<file path="config.mk">
export PLATFORM = sky130hd
export DESIGN_NAME = fetch_queue
export DESIGN_NICKNAME = d
export VERILOG_FILES = /design/src/rtl/fetch_queue.sv
export SDC_FILE = /design/constraint.sdc
export NUM_CORES = 1
export LEC_CHECK = 0
export BUFFER_PORTS_ARGS = -buffer_cell sky130_fd_sc_hd__buf_2
export CAP_MARGIN = 5
export CORE_ASPECT_RATIO = 1.4
export CORE_UTILIZATION = 55
export CTS_BUF_LIST = sky130_fd_sc_hd__clkbuf_4
export DETAILED_ROUTE_END_ITERATION = 6
export HOLD_SLACK_MARGIN = 0.02
export PLACE_DENSITY = 0.76
export SYNTH_ARGS = -nofsm -noshare
export SYNTH_HDL_FRONTEND = slang
export SYNTH_SLANG_ARGS = --single-unit
</file>
<file path="constraint.sdc">
create_clock -name clk -period 2.6 [get_ports clk]
set_input_delay 0.26 -clock clk [delete_from_list [all_inputs] [get_ports clk]]
set_output_delay 0.26 -clock clk [all_outputs]
set_load 0.01 [all_outputs]
</file>
<file path="src/rtl/fetch_queue.sv">
// fetch_queue: circular FIFO between IF and ID, with IF freeze backpressure
// and branch flush. Optional zero-latency bypass via FETCH_QUEUE_BYPASS_EN.
//
// Ports:
//   clk, rst                  clock; asynchronous active-low reset
//   ifPC, ifInstruction       word fetched by IF this cycle
//   brTaken                   taken branch; flushes all queued entries
//   freeze                    backpressure to IF (queue full)
//   idValid, idReady          head handshake toward ID
//   idPC, idInstruction       head entry (zero when nothing is valid)
//   count                     occupancy, 0..DEPTH
module fetch_queue #(
  parameter int WORD_SIZE  = 32,
  parameter int DEPTH_LOG2 = 2
) (
  input  logic                  clk,
  input  logic                  rst,
  input  logic [WORD_SIZE-1:0]  ifPC,
  input  logic [WORD_SIZE-1:0]  ifInstruction,
  input  logic                  brTaken,
  output logic                  freeze,
  output logic                  idValid,
  input  logic                  idReady,
  output logic [WORD_SIZE-1:0]  idPC,
  output logic [WORD_SIZE-1:0]  idInstruction,
  output logic [DEPTH_LOG2:0]   count
);

  localparam int DEPTH = 2 ** DEPTH_LOG2;
  localparam logic [DEPTH_LOG2:0] FULL = (DEPTH_LOG2 + 1)'(DEPTH);
  localparam logic [DEPTH_LOG2:0] CNT_ONE = 1;
  localparam logic [DEPTH_LOG2-1:0] PTR_ONE = 1;

  typedef logic [2*WORD_SIZE-1:0] entry_t;

  entry_t mem_q [DEPTH];

  logic [DEPTH_LOG2-1:0] wr_ptr_q, wr_ptr_d;
  logic [DEPTH_LOG2-1:0] rd_ptr_q, rd_ptr_d;
  logic [DEPTH_LOG2:0]   count_q, count_d;

  logic   empty;
  logic   push;
  logic   pop;
  logic   byp;
  logic   wr_en;
  logic   rd_adv;
  entry_t head;

  assign empty  = (count_q == '0);
  assign freeze = (count_q == FULL);
  assign push   = ~freeze & ~brTaken & rst;

`ifdef FETCH_QUEUE_BYPASS_EN
  assign byp = empty & push;
`else
  assign byp = 1'b0;
`endif

  assign idValid = ~empty | byp;
  assign pop     = idValid & idReady;

  // A bypassed word taken by ID this cycle never enters storage.
  assign wr_en  = push & ~(byp & idReady);
  assign rd_adv = pop & ~empty;

  always_comb begin
    head = '0;
    if (byp) begin
      head = {ifPC, ifInstruction};
    end else if (!empty) begin
      head = mem_q[rd_ptr_q];
    end
  end

  assign idPC          = head[2*WORD_SIZE-1:WORD_SIZE];
  assign idInstruction = head[WORD_SIZE-1:0];
  assign count         = count_q;

  always_comb begin
    wr_ptr_d = wr_ptr_q;
    rd_ptr_d = rd_ptr_q;
    count_d  = count_q;
    if (brTaken) begin
      wr_ptr_d = '0;
      rd_ptr_d = '0;
      count_d  = '0;
    end else begin
      if (wr_en) wr_ptr_d = wr_ptr_q + PTR_ONE;
      if (rd_adv) rd_ptr_d = rd_ptr_q + PTR_ONE;
      unique case ({wr_en, rd_adv})
        2'b10:   count_d = count_q + CNT_ONE;
        2'b01:   count_d = count_q - CNT_ONE;
        default: count_d = count_q;
      endcase
    end
  end

  always_ff @(posedge clk or negedge rst) begin
    if (!rst) begin
      wr_ptr_q <= '0;
      rd_ptr_q <= '0;
      count_q  <= '0;
    end else begin
      wr_ptr_q <= wr_ptr_d;
      rd_ptr_q <= rd_ptr_d;
      count_q  <= count_d;
    end
  end

  // Storage needs no reset: entries are only read while counted valid.
  always_ff @(posedge clk) begin
    if (wr_en) mem_q[wr_ptr_q] <= {ifPC, ifInstruction};
  end

endmodule
</file>
==> impl_metrics.json <==
{
  "post-route-period-util_pct": 97.4,
  "grt_pass1_wl_um": 30800,
  "syn-num-nets": 533,
  "setup_viol": 0,
  "fin_skew_ns": 0.0209,
  "yosys.area.top_type": "edfxtp_1",
  "instances_no_fill": 1006,
  "syn-cell-area_um2": 10100,
  "vias_per_cell": 5.46,
  "seq_area_frac_synth_pct": 77.7,
  "dp_cells": 828,
  "drc": 0,
  "min_path_type": "primary input to flip-flop",
  "firstDrtPassIters": 4,
  "dieWidth_um": 117,
  "cp_max_fo": 7,
  "avgSynthCellArea_um2": 22.0,
  "grt_pass1_vias": 5964,
  "cts_tree": "built",
  "first_iter_violations": 363,
  "synthCells": 460,
  "area_growth_pct": 27.5,
  "clkSinkCount": 263,
  "synth_top_area_share_pct": 75.9,
  "ir_drop_mv": 0.577,
  "status": "finished clean",
  "drt-wirelength-per-cell_um": 20.3,
  "finalPower_uw": 12100,
  "nets": 797,
  "cp_cell_sequence": "buf_12, clkbuf_16, mux4_2, and2_4, buf_2",
  "rows": 58,
  "critPathBufInv": 3,
  "whs_ns": 0.375,
  "grtUsageTotal_pct": 22.0,
  "root_buffer": "clkbuf_4",
  "cts_inserted_buffers": 56,
  "max-slew-margin-rel_pct": 53.6,
  "cpMaxStageDelayCell": "dfrtp_4",
  "dp_hpwl_um": 11300,
  "overflow": 0,
  "grt_max_degree": 67,
  "cp_top_family": "flip-flops",
  "antenna_found_initial": 1,
  "fmax_ghz": 0.395,
  "drive_gt1_share_pct": 45.6,
  "die_area_um2": 19000,
  "synth_area_leaders": "edfxtp_1 76%, mux4_2 14%, and2_1 4.0%, dfrtp_1 1.7%, clkbuf_1 0.52%",
  "insertion_delay_ns": 0.64,
  "rsz0062_at_grt": "true",
  "die_y_um": 163,
  "yosys_warnings": 0,
  "core_area_um2": 18000,
  "cp-start-kind": "flip-flop",
  "fin_crit_ns": 2.53,
  "start_util_pct": 56.2,
  "slew_viol_final": 0,
  "ant_nets": 0,
  "num_vias": 5492,
  "worst_ep_arrival_time_ns": 2.27,
  "critPathMaxStageDelay_ns": 0.51,
  "routed_wirelength_um": 20400,
  "end_kind": "output pin",
  "clock_path_buffers": 3,
  "max_cap_viol_count": 0,
  "synth_cell_types": 28,
  "power-per-cell-area_nw_per_um2": 940,
  "fill_cells": 1135,
  "clk_pin_slew_ns": 0.08,
  "p_leak_uw": 0.00465,
  "tightest_slew_ns": 0.696,
  "cts_max_level": 2,
  "port_buffers": 136,
  "hold_viol": 0,
  "place_congestion": 0.740,
  "required_ns": 2.34,
  "ys_seq_elements": 263,
  "io_pins": 137,
  "critical_path_class": "flip-flop to output pin"
}
-- cell families after synthesis --
logic type / Yosys count / share of synthesized area, %
buffers and inverters: 28 / 1.15
multiplexers: 66 / 14.4
AND/OR/NAND/NOR: 88 / 5.30
flip-flops: 263 / 77.7
XOR/XNOR: 5 / 0.433
AO/OA/AOI/OAI: 5 / 0.309
adder cells (fa/ha/maj): 5 / 0.692
-- state kept, by name, indices dropped and copies added, names as in the netlist --
name and count:
count 3, mem_q 256, rd_ptr_q 2, wr_ptr_q 2
-- through the flow --
stage	instance area, um^2	setup WS (ns)	TNS (ns)	utilization, %
global route	12900	-0.0434	-0.129	71.7
floorplan	10100	0.271	0	-
CTS	12600	-0.0156	-0.0253	70.2
finish	12900	0.0678	0	71.7
global placement	11200	0.481	0	62.4
detailed placement	11200	0.375	0	62.4
-- metal layers --
metal | global-route usage, % | share of wire (%) | vias to the layer above
met4 | 9.72 | 2.8 | 0
met1 | 27.5 | 39 | 2833
met2 | 37.2 | 53 | 185
met3 | 4.24 | 4.4 | 47
li1 | - | - | 2427
met5 | 0 | 0 | -
-- worst paths after layout --
check / cells after the start / from / to / slack [ns]
worst min-delay path: 2 / ifPC[9] / mem_q[2][41] / 0.38
worst min register to register: 2 / wr_ptr_q[1] / wr_ptr_q[1] / 0.61
max in group asynchronous: 3 / rst / rd_ptr_q[1] / 1.63
worst max-delay path: 5 / rd_ptr_q[0] / idPC[31] / 0.07
worst max register to register: 4 / count[2] / mem_q[3][19] / 0.34
min in group asynchronous: 3 / rst / count[2] / 0.68
-- worst register-to-register path: cells and delay by family, from the launching register on --
kind	cells	cell delay (ns)
buffers and inverters	1	0.29
DFF	1	0.45
and+or+nand+nor	3	1.21
-- where the power goes --
group          leakage, uW  internal [uW]  switching [uW]
clock             0.000442           1540            1470
combinational      0.00179           2140            1880
sequential         0.00241           4980             135
-- cell usage in the layout, fill, tap and decap left out, types with 3 or more instances in the layout --
cell type | synthesis | layout
edfxtp_1 | 256 | 256
buf_2 | 8 | 124
clkbuf_4 | 0 | 88
dlygate4sd3_1 | 0 | 68
mux4_2 | 64 | 64
and2_1 | 64 | 45
and2_4 | 0 | 23
buf_6 | 0 | 14
buf_4 | 0 | 11
buf_12 | 0 | 7
nand2_1 | 6 | 6
clkinv_2 | 0 | 6
dfrtp_1 | 7 | 5
inv_1 | 4 | 4
nor2_1 | 4 | 4
xor2_1 | 4 | 4
ha_1 | 4 | 4
nand3_1 | 3 | 3
clkinv_1 | 0 | 3
-- cell type report --
class	count	area [um^2]	share of cell area, %
diodes	1	2.50	0.0194
clock buffers	88	661	5.12
clock inverters	11	48.8	0.378
inverters	4	15.0	0.116
multi-input cells	169	2200	17.0
flip-flops and latches	263	7870	61.0
well taps	240	300	2.33
repair buffers	230	1820	14.1
-- repair_timing --
item                       CTS  global route
hold buffers                68             0
pin swaps                    0             0
buffers inserted             3             5
resized for setup            2            43
setup endpoints to repair   62            51
cloned                       0             2
hold endpoints to repair   268             0
-- cells in the mapped netlist --
| master | n |
|---|---|
| ha_1 | 4 |
| and3_4 | 1 |
| nor3_1 | 1 |
| o31ai_1 | 1 |
| nand4_1 | 1 |
| nand3_1 | 3 |
| nor3b_1 | 2 |
| nand2_1 | 6 |
| nor2_1 | 4 |
| dfrtp_1 | 7 |
| buf_1 | 1 |
| o2111ai_1 | 1 |
| edfxtp_1 | 256 |
| o21ai_0 | 1 |
| and2_2 | 4 |
| inv_1 | 4 |
| xor2_1 | 4 |
| and2_1 | 64 |
| a21oi_1 | 2 |
| buf_2 | 8 |
| mux2i_1 | 2 |
| clkbuf_2 | 1 |
| xnor2_1 | 1 |
| or3_2 | 1 |
| clkbuf_1 | 14 |
| or3b_1 | 1 |
| mux4_2 | 64 |
| fa_1 | 1 |
Power figures use the tool's default switching activity.
